## src/rtl/lfsr_range_sampler.sv

```systemverilog
// Masked rejection sampler turning LFSR state into uniform values in [0, range-1].
// Accepted value visible one cycle after evaluation; a full FIFO stalls evaluation.
module lfsr_range_sampler #(
  parameter int WIDTH = 26,
  parameter int OUT_W = 8,
  parameter int DEPTH = 4
) (
  input  logic             clk,
  input  logic             rst,
  input  logic [1:WIDTH]   lfsr_q,
  input  logic             cfg_load,
  input  logic [OUT_W-1:0] cfg_range,
  input  logic [3:0]       cfg_stride,
  input  logic             run,
  output logic             out_valid,
  output logic [OUT_W-1:0] out_data,
  input  logic             out_ready,
  output logic             busy,
  output logic             cfg_err,
  output logic [15:0]      reject_cnt
);
  localparam int PTR_W = $clog2(DEPTH);
  localparam int CNT_W = PTR_W + 1;

  typedef enum logic [1:0] {IDLE, SETUP, RUN} state_t;
  state_t state, state_nxt;

  logic [OUT_W-1:0] range_r, mask, cand;
  logic [3:0]       stride_r, skip_cnt;
  logic             cfg_ok, mask_done, enter_run;
  logic             eval, accept, do_push, do_rej, do_pop, fifo_full;
  logic [OUT_W-1:0] fifo_mem [DEPTH];
  logic [PTR_W-1:0] rd_ptr, wr_ptr;
  logic [CNT_W-1:0] count;
  logic             unused_hi;

  // Upper state bits do not feed the sampler.
  assign unused_hi = ^lfsr_q[1:WIDTH-OUT_W];

  assign cand      = lfsr_q[WIDTH-OUT_W+1:WIDTH] & mask;
  assign mask_done = (mask >= (range_r - OUT_W'(1)));
  assign fifo_full = (count == CNT_W'(DEPTH));
  assign out_valid = (count != '0);
  assign busy      = (state == SETUP);
  assign do_pop    = out_valid && out_ready && !cfg_load;
  assign eval      = (state == RUN) && run && (skip_cnt == 4'd0) && !fifo_full && !cfg_load;
  assign accept    = (cand < range_r);
  assign do_push   = eval && accept;
  assign do_rej    = eval && !accept;

  always_ff @(posedge clk) begin
    if (rst) state <= IDLE;
    else     state <= state_nxt;
  end

  always_comb begin
    state_nxt = state;
    enter_run = 1'b0;
    case (state)
      IDLE: begin
        if (run && cfg_ok) begin
          state_nxt = RUN;
          enter_run = 1'b1;
        end
      end
      SETUP: begin
        if (mask_done) begin
          if (run) begin
            state_nxt = RUN;
            enter_run = 1'b1;
          end else begin
            state_nxt = IDLE;
          end
        end
      end
      RUN: begin
        if (!run) state_nxt = IDLE;
      end
      default: state_nxt = IDLE;
    endcase
    // A new configuration overrides whatever the FSM was about to do.
    if (cfg_load) begin
      state_nxt = (cfg_range != '0) ? SETUP : IDLE;
      enter_run = 1'b0;
    end
  end

  always_ff @(posedge clk) begin
    if (rst) begin
      range_r    <= '0;
      stride_r   <= '0;
      mask       <= '0;
      skip_cnt   <= '0;
      cfg_ok     <= 1'b0;
      cfg_err    <= 1'b0;
      reject_cnt <= '0;
    end else if (cfg_load) begin
      range_r    <= cfg_range;
      stride_r   <= cfg_stride;
      mask       <= '0;
      skip_cnt   <= '0;
      cfg_ok     <= 1'b0;
      cfg_err    <= (cfg_range == '0);
      reject_cnt <= '0;
    end else begin
      if (state == SETUP) begin
        if (mask_done) cfg_ok <= 1'b1;
        else           mask   <= {mask[OUT_W-2:0], 1'b1};
      end
      // Counter parks at zero while the FIFO is full so evaluation resumes immediately.
      if (enter_run) begin
        skip_cnt <= stride_r;
      end else if ((state == RUN) && run) begin
        if (skip_cnt != 4'd0) skip_cnt <= skip_cnt - 4'd1;
        else if (!fifo_full)  skip_cnt <= stride_r;
      end
      if (do_rej && (reject_cnt != 16'hFFFF)) reject_cnt <= reject_cnt + 16'd1;
    end
  end

  always_ff @(posedge clk) begin
    if (!rst && do_push) fifo_mem[wr_ptr] <= cand;
  end

  always_ff @(posedge clk) begin
    if (rst) begin
      rd_ptr   <= '0;
      wr_ptr   <= '0;
      count    <= '0;
      out_data <= '0;
    end else if (cfg_load) begin
      rd_ptr <= '0;
      wr_ptr <= '0;
      count  <= '0;
    end else begin
      if (do_push) wr_ptr <= wr_ptr + PTR_W'(1);
      if (do_pop)  rd_ptr <= rd_ptr + PTR_W'(1);
      case ({do_push, do_pop})
        2'b10:   count <= count + CNT_W'(1);
        2'b01:   count <= count - CNT_W'(1);
        default: count <= count;
      endcase
      // Head register: next entry, or the value being pushed when it becomes the head.
      if (do_pop) begin
        if (count > CNT_W'(1)) out_data <= fifo_mem[rd_ptr + PTR_W'(1)];
        else if (do_push)      out_data <= cand;
      end else if (!out_valid && do_push) begin
        out_data <= cand;
      end
    end
  end

endmodule
```

## config.mk

```make
export PLATFORM = sky130hd
export DESIGN_NAME = lfsr_range_sampler
export DESIGN_NICKNAME = d
export VERILOG_FILES = /design/src/rtl/lfsr_range_sampler.sv
export SDC_FILE = /design/constraint.sdc
export NUM_CORES = 1
export LEC_CHECK = 0
export ABC_AREA = 1
export CORE_MARGIN = 1
export CORE_UTILIZATION = 55
export CTS_CLUSTER_SIZE = 8
export DETAILED_ROUTE_END_ITERATION = 16
export GPL_ROUTABILITY_DRIVEN = 0
export GPL_TIMING_DRIVEN = 0
export PLACE_DENSITY = 0.81
export SLEW_MARGIN = 20
export SYNTH_ARGS = -nofsm -noshare
export SYNTH_HDL_FRONTEND = slang
export SYNTH_SLANG_ARGS = --single-unit
```

## constraint.sdc

```tcl
create_clock -name clk -period 5.4 [get_ports clk]
set_clock_uncertainty 0.1 [all_clocks]
set_input_delay 1.35 -clock clk [delete_from_list [all_inputs] [get_ports clk]]
set_output_delay 1.35 -clock clk [all_outputs]
set_load 0.01 [all_outputs]
```

=== Yosys cells after proc, flatten, opt, wreduce, memory -nomap -nowiden ===
Memory sizes are Yosys's and may differ from the RTL's.
Cells that the tools add are included.

* Register bits: 59
* Bits in writable memories: 32
* Input bits: 43
* Logic and storage cells: 92
* Memories: 1

{| class="wikitable"
|+ Memories
! memory !! words !! bits a word !! read ports !! clocked after memory_dff !! wr ports !! line !! RTL
|-
| fifo_mem || 4 || 8 || 1 || 0 || 1 || 32 || <nowiki>logic [OUT_W-1:0] fifo_mem [DEPTH];</nowiki>
|}

* Add/subtract/negate cells: 7
* Magnitude comparators: 3
* Equal/unequal tests: 11
* Multiplexer cells: 23
* Bitwise gates (word level): 3
* Reduce and logical (&&, ||, !) cells: 32

{| class="wikitable"
|+ Operators with widths
! operator !! number
|-
| $mux W8 || 4
|-
| $add A16 B1 Y16 const B || 1
|-
| $mux W4 || 4
|-
| $ne A16 B16 Y1 const B || 1
|-
| $logic_and A1 B1 Y1 || 12
|-
| $mux W2 || 5
|-
| $ne A3 B2 Y1 const B || 3
|-
| $and A8 B8 Y8 || 1
|-
| $ge A8 B8 Y1 || 1
|-
| $logic_not A8 Y1 || 1
|-
| $lt A8 B8 Y1 || 1
|-
| $reduce_bool A8 Y1 || 1
|-
| $sub A8 B1 Y8 const B || 1
|-
| $mux W1 || 7
|-
| $ne A3 B3 Y1 const B || 2
|-
| $pmux W2 S3 || 1
|-
| $pmux W3 S2 || 1
|-
| $reduce_and A2 Y1 || 3
|-
| $reduce_and A3 Y1 || 2
|-
| $reduce_bool A2 Y1 || 3
|-
| $logic_not A1 Y1 || 5
|-
| $add A2 B1 Y2 const B || 2
|-
| $eq A2 B1 Y1 const B || 2
|-
| $eq A2 B2 Y1 const B || 2
|-
| other kinds (12) || 13
|}

=== Logic depth before layout (Yosys ltp) ===
* Word-level depth: 9
* Depth in mapped cells: 16
* Gate-level depth less buffers: 16

=== Worst setup path after synthesis ===
No wires, ideal clock.

* Kind: input to register
* Start point: input port lfsr_q[19] (netlist bit)
* End point: register count[2]
* Library setup time: 0.122 ns
* Arrival: 2.999 ns
* Required time: 5.178 ns
* Path slack: 2.178 ns
* Cell stages on the path: 11
* Buffers on the path: 0
* Cells stage by stage: nand2_1 > inv_1 > ha_1 > a21oi_1 > o21a_1 > nand3_1 > ha_1 > nor2_1 > o21ai_0 > o21ai_0 > a21oi_1

* Cells in the longest elaborated chain, start to end: 5

{| class="wikitable"
|+ RTL lines
! what !! line !! RTL
|-
| start, declared || 10 || <nowiki>input logic [1:WIDTH] lfsr_q,</nowiki>
|-
| $and A8 B8 Y8 (*) || 40 || <nowiki>assign cand = lfsr_q[WIDTH-OUT_W+1:WIDTH] & mask;</nowiki>
|-
| via cand[7] || 28 || <nowiki>logic [OUT_W-1:0] range_r, mask, cand;</nowiki>
|-
| $lt A8 B8 Y1 (*) || 47 || <nowiki>assign accept = (cand < range_r);</nowiki>
|-
| $logic_and A1 B1 Y1 (*) || 48 || <nowiki>assign do_push = eval && accept;</nowiki>
|-
| $eq A2 B1 Y1 / $eq A2 B2 Y1 (equally long branches) || 138 || <nowiki>case ({do_push, do_pop})</nowiki>
|-
| $pmux W3 S2 / $reduce_bool A2 Y1 (equally long branches) || -- ||
|-
| end signal, assigned || 139 || <nowiki>2'b10: count <= count + CNT_W'(1);</nowiki>
|-
| end signal, assigned || 140 || <nowiki>2'b01: count <= count - CNT_W'(1);</nowiki>
|-
| end signal, assigned || 141 || <nowiki>default: count <= count;</nowiki>
|-
| end, declared || 34 || <nowiki>logic [CNT_W-1:0] count;</nowiki>
|}

The timed path passes the listed nets; every way through them passes the cells marked *.
A chain may end at the register's enable or synchronous reset.

=== Final worst setup path ===
* Start point: input port lfsr_q[20] (netlist bit)
* End point: memory fifo_mem[3][6], enable pin

* Cells in the longest elaborated chain, start to end: 6

{| class="wikitable"
|+ RTL lines
! what !! line !! RTL
|-
| $and A8 B8 Y8 || 40 ||
|-
| via cand[6] || 28 ||
|-
| $lt A8 B8 Y1 || 47 ||
|-
| $logic_and A1 B1 Y1 || 48 ||
|-
| $logic_and A1 B1 Y1 || 122 || <nowiki>if (!rst && do_push) fifo_mem[wr_ptr] <= cand;</nowiki>
|-
| $mux W1 || 122 ||
|-
| $mux W1 (implied by the code) || 122 ||
|-
| end, declared || 32 ||
|}

The timed path passes the listed nets, and every way through them passes these cells.

==> flow_summary.toml <==
[worst_setup_path]
critPathKind = "primary input to flip-flop"
slowest_stage = "nor2_1"
worst_ep_arrival_time_ns = 3.59
cpPeakStageDelay_ns = 0.65
cp_max_fo = 8
critPathLaunchType = "primary input"
crit_family = "simple AND/OR/NAND/NOR gates"
required_ns = 5.31
cp_num_buf_inv = 2
crit_top_cell = "nand2_1"
cp_cell_sequence = "clkdlybuf4s50_1 -> nand2_1 -> inv_1 -> ha_1 -> nand2_1 -> o21a_1 -> nand4_1 -> nor2_1"
end_kind = "flip-flop"

[placement]
place_area_um2 = 5460
io_buffers = 51
dp_slack_ns = 1.30
hpwl_um = 8300

[detailed_routing]
postRouteAntennaNets = 0
vias = 4199
drt_iter0_drc = 263
wl_per_cell_um = 14.2
drc_errors = 0
drtPass1Iterations = 6
routed_wl_um = 10900
via_per_inst = 5.45

[global_routing]
grt_pass1_wl_um = 18100
grt_overflow = 0
grt_max_degree = 19
grt_pass1_vias = 3933
antenna_found_initial = 0
track_usage_pct = 26.0

[clock_network]
cts_resized = 0
clk_pin_slew_ns = 0.10
cts_hold_buf = 0
clockBufferDepth = 2
cts_setup_buffers = 0
cts_buffers = 9
clk-insertion-delay-late_ns = 0.37
h-tree-depth = 3
cts_tree = "done"
clkSinkCount = 91
clockRootBuffer = "clkbuf_8"

[timing]
fin_crit_sh_pct = 68.1
final.setup.tns_ns = 0
fmax_mhz = 272
hold_viol_final = 0
period_needed_ns = 3.68
setup_viol = 0
tightestPinTransition_ns = 0.787
fin_ws_ns = 1.72
slew_headroom_pct = 47.4
maxSlewViolCount = 0
whs_ns = 0.398
rsz0062_at_grt = "false"

[final_layout]
fillCellCount = 688
num_antenna_cells = 0
synthToLayoutAreaGrowth_pct = 17.7
fin_area_um2 = 5670
layout_common_cells = "nand2_1 (122), nor2_1 (69), inv_1 (64), dfxtp_1 (59), a21oi_1 (55)"
final_nets = 730
register_area_um2 = 2140
drive_gt1_share_pct = 8.72
multi_input_area_um2 = 2330
layout_commonest_cell = "nand2_1"

[synthesis]
yosysWarnings = 0
syn_area_um2 = 4810
ys_seq_elements = 91
synth_nets = 668
avgSynthCellArea_um2 = 8.05
synth_seq_area_share_pct = 44.5
synthCells = 598
ys_types = 38

[power_and_ir_drop]
totalPowerFinal_mw = 1.35
swShare_pct = 26.3
p_comb_share_pct = 9.6
pwr_density_cell_nw_per_um2 = 238
p_leak_nw = 2.38
p_clk_share_pct = 36.9
peakVddDrop_v = 0.000147
seq_power_share_pct = 53.5
p_int_mw = 0.994
switching_power_mw = 0.354

[floorplanning]
die_w_um = 95.6
core_um2 = 8340
fp.dieArea_um2 = 9130
io_pins = 70
die_h_um = 95.6
rows = 33
start_util_pct = 57.7

[outcome]
outcome = "finished, final reports clean"

[hold_path]
hp-class = "flip-flop to flip-flop"

[job]
cap_violations = 0
==> per-layer routing <==
| metal | share of wire [%] | vias up | wire length, µm | track usage (%) |
|---|---|---|---|---|
| met1 | 44 | 1959 | 4830 | 32.9 |
| met2 | 49 | 107 | 5380 | 44.2 |
| met5 | 0 | - | 0 | 0 |
| met3 | 4.0 | 18 | 439 | 4.07 |
| li1 | - | 2115 | - | - |
| met4 | 2.3 | 0 | 254 | 10.6 |
==> cell families after synthesis <==
group                      Yosys count  synth area share [%]
AOI/OAI and AO/OA                  107                  11.8
xor gates and xnor gates            19                  3.46
adders and majority gates           27                  7.02
buffers and inverters               86                  7.04
DFF                                 91                  44.5
and+or+nand+nor                    268                  26.2
==> state kept, by name (all words and copies together) (netlist names) <==
register	flops
skip_cnt	4
count	3
wr_ptr	2
reject_cnt	16
rd_ptr	2
cfg_err	1
stride_r	4
fifo_mem	32
mask	8
out_data	8
range_r	8
cfg_ok	1
state	2
==> power groups by stage <==
stage	combinational, mW	sequential (mW)	clock, mW
after detailed placement	0.128	0.737	0
after CTS	0.130	0.721	0.506
after global placement	0.124	0.736	0
after global routing	0.147	0.722	0.534
after floorplan	0.0834	0.736	0
final	0.130	0.721	0.497
==> cells in the mapped netlist <==
library cell | number | area, µm²
nor2_8 | 1 | 20.0
inv_2 | 5 | 18.8
o21a_1 | 1 | 7.51
nor4_1 | 3 | 18.8
nor2_2 | 4 | 25.0
o22ai_1 | 2 | 12.5
a21oi_1 | 55 | 275
nor3_4 | 1 | 16.3
xor2_1 | 16 | 140
buf_1 | 1 | 3.75
nand3b_1 | 4 | 30.0
inv_4 | 2 | 12.5
edfxtp_1 | 32 | 961
nand2_2 | 7 | 43.8
a31o_2 | 1 | 8.76
a21o_1 | 1 | 7.51
nand3_1 | 18 | 90.1
o21ai_0 | 39 | 195
nand4_4 | 1 | 21.3
buf_2 | 7 | 35.0
ha_1 | 27 | 338
nand3_4 | 1 | 17.5
nand2_4 | 2 | 22.5
clkbuf_1 | 5 | 18.8
xnor2_1 | 3 | 26.3
inv_1 | 64 | 240
clkinv_2 | 2 | 10.0
o21bai_1 | 2 | 15.0
a22oi_1 | 4 | 30.0
nor3_2 | 3 | 30.0
nor2_4 | 1 | 11.3
nor3_1 | 8 | 40.0
nand2_1 | 122 | 458
nand4_1 | 19 | 119
o211ai_1 | 2 | 15.0
nor2_1 | 69 | 259
dfxtp_1 | 59 | 1180
nand3_2 | 4 | 40.0
==> per-stage QoR <==
| step | utilization, % | std cells |
|---|---|---|
| after detailed placement | 65.4 | 754 |
| after global routing | 67.9 | 770 |
| final | 67.9 | 770 |
| after global placement | 65.4 | 754 |
| after CTS | 67.9 | 770 |
| after floorplan | - | 598 |
==> final cells by class <==
cell class	count	area share (%)
clock inverter	7	1.50
sequential	91	37.8
inverter	73	4.97
tap	105	2.32
multi-input combinational	421	41.2
timing repair buffer	51	9.01
clock buffer	9	2.19
buffer	13	1.02
==> worst reg2reg max path: stages (launching register included) <==
cell and delay [ns]:
dfxtp_1 0.40, nand2_1 0.10, inv_1 0.14, ha_1 0.27, a21oi_1 0.15, o21a_1 0.26, nand4_1 0.21, nor2_1 0.65
==> path summary, 6_finish.rpt <==
| check | start | to | slack [ns] | cells past startpoint |
|---|---|---|---|---|
| hold / removal | out_data[3] | out_data[3] | 0.40 | 2 |
| hold reg to reg | out_data[3] | out_data[3] | 0.40 | 2 |
| setup / recovery | lfsr_q[20] | fifo_mem[3][6] | 1.72 | 8 |
| setup reg to reg | mask[5] | fifo_mem[3][6] | 2.77 | 7 |
No activity file was read; power rests on OpenSTA's default activity.
